<file path="src/rtl/user_pkg.sv">
// Shared constants for the user domain bus fabric.
package user_pkg;

  // Managers attached to the user domain crossbar and their indices.
  localparam int unsigned NumUserDomainManagers = 1;
  localparam int unsigned UserDmaMgr            = 0;

  // Every OBI beat from the DMA is a full 32-bit word.
  localparam logic [3:0]  ObiBeFull = 4'hF;
  localparam int unsigned WordBytes = 4;

endpackage

</file>
<file path="src/rtl/user_dma_mgr.sv">
// Single-channel word copy engine acting as an OBI manager. Copies len words from
// src to dst, one read then one write per word, never more than one transaction
// outstanding. A bus error ends the copy early and sets a sticky err_o.
module user_dma_mgr
  import user_pkg::*;
#(
  parameter int unsigned AddrWidth = 32,
  parameter int unsigned DataWidth = 32,
  parameter int unsigned LenWidth  = 16
) (
  input  logic                 clk_i,
  input  logic                 rst_ni,
  input  logic                 start_i,
  input  logic [AddrWidth-1:0] src_addr_i,
  input  logic [AddrWidth-1:0] dst_addr_i,
  input  logic [LenWidth-1:0]  len_i,
  output logic                 busy_o,
  output logic                 done_o,
  output logic                 err_o,
  output logic                 req_o,
  output logic [AddrWidth-1:0] addr_o,
  output logic                 we_o,
  output logic [3:0]           be_o,
  output logic [DataWidth-1:0] wdata_o,
  input  logic                 gnt_i,
  input  logic                 rvalid_i,
  input  logic [DataWidth-1:0] rdata_i,
  input  logic                 err_i
);

  typedef enum logic [2:0] {
    StIdle,
    StRdReq,
    StRdWait,
    StWrReq,
    StWrWait,
    StFinish
  } state_e;

  localparam logic [AddrWidth-1:0] AddrStep = AddrWidth'(WordBytes);

  state_e               state_q, state_d;
  logic [AddrWidth-1:0] src_q, src_d;
  logic [AddrWidth-1:0] dst_q, dst_d;
  logic [LenWidth-1:0]  cnt_q, cnt_d;
  logic [DataWidth-1:0] buf_q, buf_d;
  logic                 err_q, err_d;

  // State and datapath registers, synchronous active-low reset.
  always_ff @(posedge clk_i) begin
    if (!rst_ni) begin
      state_q <= StIdle;
      src_q   <= '0;
      dst_q   <= '0;
      cnt_q   <= '0;
      buf_q   <= '0;
      err_q   <= 1'b0;
    end else begin
      state_q <= state_d;
      src_q   <= src_d;
      dst_q   <= dst_d;
      cnt_q   <= cnt_d;
      buf_q   <= buf_d;
      err_q   <= err_d;
    end
  end

  // Next-state logic: start is only honoured in idle; responses only in the wait states.
  always_comb begin
    state_d = state_q;
    src_d   = src_q;
    dst_d   = dst_q;
    cnt_d   = cnt_q;
    buf_d   = buf_q;
    err_d   = err_q;
    unique case (state_q)
      StIdle: begin
        if (start_i) begin
          src_d   = src_addr_i;
          dst_d   = dst_addr_i;
          cnt_d   = len_i;
          err_d   = 1'b0;
          state_d = (len_i == '0) ? StFinish : StRdReq;
        end
      end
      StRdReq: begin
        if (gnt_i) state_d = StRdWait;
      end
      StRdWait: begin
        if (rvalid_i) begin
          if (err_i) begin
            err_d   = 1'b1;
            state_d = StFinish;
          end else begin
            buf_d   = rdata_i;
            state_d = StWrReq;
          end
        end
      end
      StWrReq: begin
        if (gnt_i) state_d = StWrWait;
      end
      StWrWait: begin
        if (rvalid_i) begin
          if (err_i) begin
            err_d   = 1'b1;
            state_d = StFinish;
          end else begin
            // Addresses wrap silently at the top of the address space.
            src_d   = src_q + AddrStep;
            dst_d   = dst_q + AddrStep;
            cnt_d   = cnt_q - LenWidth'(1);
            state_d = (cnt_q == LenWidth'(1)) ? StFinish : StRdReq;
          end
        end
      end
      StFinish: begin
        state_d = StIdle;
      end
      default: begin
        state_d = StIdle;
      end
    endcase
  end

  // Bus and status outputs decoded from the current state only, so they hold while stalled.
  always_comb begin
    req_o   = 1'b0;
    we_o    = 1'b0;
    addr_o  = '0;
    wdata_o = '0;
    be_o    = ObiBeFull;
    busy_o  = (state_q != StIdle);
    done_o  = (state_q == StFinish);
    err_o   = err_q;
    unique case (state_q)
      StRdReq: begin
        req_o  = 1'b1;
        addr_o = {src_q[AddrWidth-1:2], 2'b00};
      end
      StWrReq: begin
        req_o   = 1'b1;
        we_o    = 1'b1;
        addr_o  = {dst_q[AddrWidth-1:2], 2'b00};
        wdata_o = buf_q;
      end
      default: begin
        req_o = 1'b0;
      end
    endcase
  end

endmodule

</file>
<file path="config.mk">
export PLATFORM = sky130hd
export DESIGN_NAME = user_dma_mgr
export DESIGN_NICKNAME = d
export VERILOG_FILES = /design/src/rtl/user_pkg.sv /design/src/rtl/user_dma_mgr.sv
export SDC_FILE = /design/constraint.sdc
export NUM_CORES = 1
export LEC_CHECK = 0
export CORE_ASPECT_RATIO = 0.5
export CORE_MARGIN = 2
export CORE_UTILIZATION = 53
export CTS_CLUSTER_DIAMETER = 40
export DETAILED_ROUTE_END_ITERATION = 12
export PLACE_DENSITY_LB_ADDON = 0.08
export RECOVER_POWER = 100
export SYNTH_ARGS = -nofsm -noshare
export SYNTH_HDL_FRONTEND = slang
export SYNTH_SLANG_ARGS = --single-unit
</file>
<file path="constraint.sdc">
create_clock -name clk_i -period 4 [get_ports clk_i]
set_input_delay 1.2 -clock clk_i [delete_from_list [all_inputs] [get_ports clk_i]]
set_output_delay 1.2 -clock clk_i [all_outputs]
set_load 0.01 [all_outputs]
</file>
* Word-level counts from Yosys, hierarchy flattened
Index checks and enable logic that the tools add are counted.
** Storage, ports and cells
- Flip-flop bits (word level) :: 116
- Bits of input ports :: 118
- Output and inout port bits :: 73
** Operators by class
- Add/subtract/negate cells :: 3
- Equality and inequality tests :: 14
- Mux-type cells :: 30
- Bitwise gates (word level) :: 1
- Reduce and logical (&&, ||, !) cells :: 11
** Operators by type and width (number)
- $mux 32 :: 7
- $pmux 32 s2 :: 3
- $add 32x3->32 const B :: 2
- $mux 16 :: 3
- $pmux 16 s2 :: 1
- $mux 3 :: 9
- $eq 16x1->1 const B :: 1
- $logic_not 16->1 :: 1
- $sub 16x1->16 const B :: 1
- $pmux 3 s5 :: 1
- $ne 2x2->1 const B :: 6
- $reduce_and 4->1 :: 2
- $eq 3x2->1 const B :: 2
- $eq 3x3->1 const B :: 2
- $mux 1 :: 5
- $reduce_and 5->1 :: 1
- $ne 2x1->1 const B :: 2
- $reduce_bool 2->1 :: 2
- $reduce_or 2->1 :: 2
- $eq 3x1->1 const B :: 1
- $logic_not 3->1 :: 1
- $reduce_and 3->1 :: 1
- $reduce_bool 3->1 :: 1
- $pmux 1 s2 :: 1
- $not 1->1 :: 1

* Depth between registers and ports, before layout
Gate-level depths: netlist of run 1.
- Depth in word-level cells :: 5
- Depth in mapped cells :: 8
- Depth with buffers taken out :: 7

* Least setup slack after synthesis of run 1
Ideal clock, no wire load.
- Kind :: register to output
- From :: reg state_q[1]
- To :: out addr_o[14]
- Arrival time :: 1.663 ns
- Slack :: 1.137 ns
- Stages on the path, launching flop included :: 6
- Buffers on the path :: 3
- Cells stage by stage :: dfxtp_1 > clkbuf_1 > buf_1 > buf_1 > mux2i_1 > nor2_1
** On the way
- Cells in the longest elaborated chain, start to end :: 2
- Elaborated cells on any way between the ends :: 3
- Those cells by class :: eq/ne: 2; mux: 1
** RTL lines
- from (decl) :: RTL line user_dma_mgr.sv:42 : state_e state_q, state_d;
- from (signal assigned) :: RTL line user_dma_mgr.sv:52 : state_q <= StIdle;
- from (signal assigned) :: RTL line user_dma_mgr.sv:59 : state_q <= state_d;
- $eq 3x2->1 or $eq 3x1->1 (tied branches) :: RTL line user_dma_mgr.sv:136 : unique case (state_q)
- $pmux 32 s2 * :: RTL line user_dma_mgr.sv:136
- to (decl) :: RTL line user_dma_mgr.sv:21 : output logic [AddrWidth-1:0] addr_o,
Every way passes the cells marked *; elsewhere a longest branch is shown, timed or not.

* Final worst setup path of run 1
- From :: reg state_q[2]
- To :: out addr_o[25]
The elaborated chain is that of the path after synthesis.

==> flow_summary.ini, run 1 <==
[sta]
max-slew-margin-rel = -0.0342
final-hold-violation-count = 0
finalSetupTns_ns = 0
min_period_ns = 3.83
rsz0062_at_grt = no
clock.fmax_mhz = 261
setup_viol = 0
slew_violations = 80
fin_crit_sh = 0.958
worst_pin_slew_ns = 1.55
fin_skew_ns = 0.0115

[pwr]
powerDensity_nw_per_um2 = 309
seqPwrFrac = 0.469
p_sw_mw = 0.875
vdd_drop_max_uv = 182
internal_power_mw = 1.91
leakagePower_nw = 3.39
p_clk_frac = 0.313
p_sw_frac = 0.314
comb_power_share = 0.219

[cells_and_area]
mostFrequentLayoutCell = nand2_1
antennaDiodeCount = 0
mostFrequentLayoutCells = nand2_1, clkdlybuf4s50_1, dfxtp_1
post_route_cells_drive_above_1_share = 0.0477
synthToLayoutAreaGrowth_pct = 30.0
fin_nets = 1207
final_util = 0.709

[cts]
post_cts_resized = 0
cts-root-buf = clkbuf_16
cts.sinks = 112
cts_buffer_depth = 2
clock_latency_ns = 0.36
htreeDepth = 3
hold_buffers = 0
cts_buffers = 9
clk_pin_slew_ns = 0.07
cts_tree = yes
cts_setup_buffers = 0

[drt]
routed_via_density = 6.23
firstDrtPassIters = 7
drt-total-wl_um = 22100
first_iter_violations = 899
wl_per_cell_um = 17.6
ant_nets = 0
vias = 7850
drc = 0

[die]
fp.dieW_um = 166
start_util = 0.546
die_h_um = 84.9
ioPinCount = 191
die-area_um2 = 14100
core_region_area_um2 = 12700
core.rowCount = 29

[yosys]
yosysSeqAreaShare = 0.324
synth-seq-cells = 112
syn_area_um2 = 6930
synth.avg_cell_area_um2 = 7.21
synth_edf_count = 0
synth-main-ff-cell = dfxtp_1
ys_types = 68
synthArstFlopShare = 0
syn-instance-count = 961
ys_warn_count = 0

[setup_path]
crit_end = addr_o[25]
r2r_setup_slack_ns = 0.43
worst_path_max_delay_cell = dlygate4sd3_1
crit_family = buffers and inverters
path_buf_inv = 3
worst_ep_arrival_time_ns = 2.63
rr_endpoint = cnt_q[11]$_SDFFE_PN0P_
cp.required_ns = 2.80
critPathKind = reg2out
worst_setup_path_end_kind = output port
r2r-start = state_q[1]$_SDFFE_PN0P_
cp-startpoint = state_q[2]$_SDFFE_PN0P_
startpoint_type = flop
r2r.worst_path.cells = 7
crit_chain = inv_1, nand2_1, clkbuf_2, nor2_1, dlygate4sd3_1
path_max_fanout = 31
slowest_delay_ns = 0.63
cp.depth = 5

[worst_hold_path]
min_path_type = reg2reg

[status]
violations = max-capacitance violations, max-slew violations
status = finished with violations

[grt]
grt_usage = 0.304
grt_pass1_wl_um = 35300
antenna_found_initial = 0
grt_max_degree = 87
grt.overflow.total = 0
grt_pass1_vias = 6929

[place]
port_buffers = 180
gp_congestion = 0.943
hpwl_um = 15200

[run]
maxCapViolations = 1
==> registers in the layout, indices dropped and copies added, names as in the netlist <==
name	cells
buf_q	32
dst_q	30
src_q	30
cnt_q	16
state_q	3
err_o	1
==> layer usage <==
layer  vias up  track usage  routed length (um)
li1       3731            -                   -
met1      3679        0.436               10200
met2       401        0.477                9640
met3        39       0.0550                1840
met4         0       0.0798                 388
met5         -            0                   0
==> cell type report <==
type / instances / area, um2
multi-input combinational: 752 / 4300
fill: 1045 / 3690
sequential: 112 / 2240
timing repair buffer: 198 / 1930
clock buffer: 11 / 233
tap: 170 / 213
inverter: 12 / 45.0
clock inverter: 5 / 41.3
==> how the worst min path moves through the flow <==
stage | from | cells past startpoint | slack (ns) | to
global placement | buf_q[0]$_SDFFE_PN0P_ | 2 | 0.44 | buf_q[0]$_SDFFE_PN0P_
detailed placement | buf_q[8]$_SDFFE_PN0P_ | 2 | 0.44 | buf_q[8]$_SDFFE_PN0P_
CTS | buf_q[8]$_SDFFE_PN0P_ | 2 | 0.45 | buf_q[8]$_SDFFE_PN0P_
global route | buf_q[9]$_SDFFE_PN0P_ | 2 | 0.47 | buf_q[9]$_SDFFE_PN0P_
finish | buf_q[23]$_SDFFE_PN0P_ | 2 | 0.45 | buf_q[23]$_SDFFE_PN0P_
floorplan | buf_q[20]$_SDFFE_PN0P_ | 2 | 0.43 | buf_q[20]$_SDFFE_PN0P_
==> through the flow <==
step                      worst slack, ns  std cells  power, mW  area (um2)  hold slack [ns]
final                               0.167       1260       2.79        9010            0.450
after floorplan                      1.14        965       1.67        6940            0.432
after detailed placement            0.565       1244       1.94        8780            0.444
after global routing               0.0642       1260       2.90        9010            0.469
after global placement              0.642       1244       1.92        8780            0.438
after CTS                           0.300       1260       2.79        9060            0.455
==> worst min-delay path, stage by stage, from the launching register on <==
cell	delay, ns
dfxtp_1	0.31
nand2_1	0.05
a21oi_1	0.05
==> synth_stat cells, drive strengths merged (5+ instances only) <==
cell / number / share of area
nand2: 133 / 0.072
dfxtp: 112 / 0.32
nor2: 108 / 0.059
a21oi: 93 / 0.067
clkbuf: 63 / 0.034
o21ai: 60 / 0.044
and3: 41 / 0.037
nand3: 40 / 0.029
mux2i: 37 / 0.053
nor3: 28 / 0.020
buf: 26 / 0.019
nand4: 20 / 0.018
nor4: 16 / 0.017
and2: 15 / 0.014
a31oi: 13 / 0.012
o221a: 12 / 0.020
and4: 11 / 0.014
inv: 11 / 0.0060
a211oi: 10 / 0.011
or3: 8 / 0.0072
or4: 7 / 0.0087
a22oi: 6 / 0.0065
a311oi: 6 / 0.0076
o211ai: 6 / 0.0065
o22ai: 6 / 0.0054
a21o: 5 / 0.0054
o31ai: 5 / 0.0054
==> power groups by stage <==
stage                     Clock, mW  Sequential (mW)  Combinational, mW
after global routing          0.920             1.32              0.664
after floorplan                   0             1.29              0.384
final                         0.872             1.31              0.609
after global placement            0             1.32              0.600
after CTS                     0.875             1.30              0.618
after detailed placement          0             1.33              0.613
==> cells by family after synthesis <==
group / count (synthesis) / synth area share
adders and majority gates: 4 / 0.00722
DFF: 112 / 0.324
buffers and inverters: 101 / 0.0599
other: 2 / 0.00108
muxes: 38 / 0.0551
and+or+nand+nor: 443 / 0.313
AOI/OAI and AO/OA: 261 / 0.240
Power figures use the tool's default switching activity.
==> run 2: changes to the inputs <==
Settings changed: CORE_MARGIN 2 to default.
==> run 2 against run 1 <==
Net effect:
- the run now ends clean
- clock skew down 0.0012 ns
- clock power rose by 2%
- combinational power barely moved
- flip-flop and latch count is the same
- wire length hardly changed
- non-clock buffer count grew 2
- sequential power about the same
- global-route usage increased by 1.9 points
- utilization up 0.20 points
- fmax hardly changed
- sequential share of layout area fell by 0.069 points
- critical path type unchanged
- largest cell class unchanged
==> flow_summary.ini, run 2 (same netlist as run 1, synthesis figures left out) <==
[cts]
cts-root-buf = clkbuf_16
cts_tree = yes
hold_buffers = 0
cts_buffers = 9
post_cts_resized = 0
clock_latency_ns = 0.36
cts_setup_buffers = 0
cts.sinks = 112
clk_pin_slew_ns = 0.08
htreeDepth = 3
cts_buffer_depth = 2

[cells_and_area]
synthToLayoutAreaGrowth_pct = 30.4
seq_area_um2 = 2240
stdcell_count = 1262
mostFrequentLayoutCells = clkdlybuf4s50_1, nand2_1, dfxtp_1
antennaDiodeCount = 0
post_route_cells_drive_above_1_share = 0.0504
fin_nets = 1209
top_regs = buf_q x32, dst_q x30, src_q x30
regMostFlops = buf_q
fillers = 1072
largest_reg_flops = 32
mostFrequentLayoutCell = clkdlybuf4s50_1
multi_input_area_um2 = 4300

[setup_path]
worst_setup_path_end_kind = output port
cp.required_ns = 2.80
crit_end = wdata_o[2]
critPathKind = reg2out
r2r-start = state_q[1]$_SDFFE_PN0P_
worst_ep_arrival_time_ns = 2.63
startpoint_type = flop
rr_endpoint = dst_q[18]$_SDFFE_PN0P_
r2r_setup_slack_ns = 0.83
path_max_fanout = 33
r2r.worst_path.cells = 6
cp-startpoint = state_q[0]$_SDFFE_PN0P_

[die]
core.rowCount = 29
start_util = 0.546
die_h_um = 82.9
ioPinCount = 191
core_region_area_um2 = 12700
die-area_um2 = 13600
fp.dieW_um = 164

[drt]
routed_via_density = 6.21
wl_per_cell_um = 17.5
drt-total-wl_um = 22100
ant_nets = 0
vias = 7838
drc = 0
first_iter_violations = 857
firstDrtPassIters = 5

[sta]
min_period_ns = 3.83
slew_violations = 0
max-slew-margin-rel = 0.0835
finalSetupTns_ns = 0
rsz0062_at_grt = no
hold_slack_ns = 0.453
fin_crit_sh = 0.958
setup_viol = 0
worst_pin_slew_ns = 1.37
clock.fmax_mhz = 261
fin_skew_ns = 0.0103
final-hold-violation-count = 0

[place]
numPlacedInstances = 1246
hpwl_um = 15300
gp_congestion = 0.930
port_buffers = 180

[pwr]
powerDensity_nw_per_um2 = 311
vdd_drop_max_uv = 195
leakagePower_nw = 3.33

[worst_hold_path]
min_path_type = reg2reg

[grt]
grt_max_degree = 48
grt_usage = 0.324
antenna_found_initial = 0
grt_pass1_vias = 7106
grt_pass1_wl_um = 35600
grt.overflow.total = 0

[status]
status = complete, no violations

[run]
maxCapViolations = 0
run 2: worst max-delay path: stages, from the launching register on:
cell and delay [ns]:
dfxtp_1 0.65, nand2_1 0.14, inv_1 0.60, and3_1 0.26, dlygate4sd3_1 0.62
run 2: worst min-delay path by stage:
stage	from	slack (ns)	depth (start not counted)	end
finish	buf_q[22]$_SDFFE_PN0P_	0.45	2	buf_q[22]$_SDFFE_PN0P_
detailed placement	buf_q[16]$_SDFFE_PN0P_	0.44	2	buf_q[16]$_SDFFE_PN0P_
global placement	buf_q[14]$_SDFFE_PN0P_	0.44	2	buf_q[14]$_SDFFE_PN0P_
global route	buf_q[22]$_SDFFE_PN0P_	0.48	2	buf_q[22]$_SDFFE_PN0P_
floorplan	buf_q[20]$_SDFFE_PN0P_	0.43	2	buf_q[20]$_SDFFE_PN0P_
CTS	buf_q[16]$_SDFFE_PN0P_	0.45	2	buf_q[16]$_SDFFE_PN0P_
run 2: cell type report:
cell class                      count  share of cell area
Clock inverter                      6             0.00582
Tap cell                          170              0.0235
Inverter                           12             0.00499
Timing Repair Buffer              200               0.217
Multi-Input combinational cell    752               0.475
Clock buffer                       10              0.0253
Sequential cell                   112               0.248
run 2: metrics by stage:
step | power (mW) | utilization | cell area [um2] | setup WS [ns]
4_1_cts | 2.82 | 0.714 | 9070 | 0.240
2_1_floorplan | 1.67 | - | 6940 | 1.14
3_3_place_gp | 1.93 | 0.692 | 8790 | 0.609
3_5_place_dp | 1.94 | 0.692 | 8790 | 0.510
6_report | 2.81 | 0.711 | 9030 | 0.167
5_1_grt | 2.94 | 0.711 | 9030 | 0.0421
run 2: where the power goes:
part           internal, mW  leakage (nW)  total, mW  switching (mW)
clock                 0.433         0.131      0.886           0.453
sequential             1.20         0.918       1.32           0.121
combinational         0.297          2.28      0.609           0.313
run 2: routing by layer:
layer | vias up | wire length (um) | global-route usage
met5 | - | 0 | 0
met4 | 0 | 265 | 0.0673
met3 | 30 | 1960 | 0.0544
met2 | 399 | 9860 | 0.510
met1 | 3668 | 10100 | 0.462
li1 | 3741 | - | -
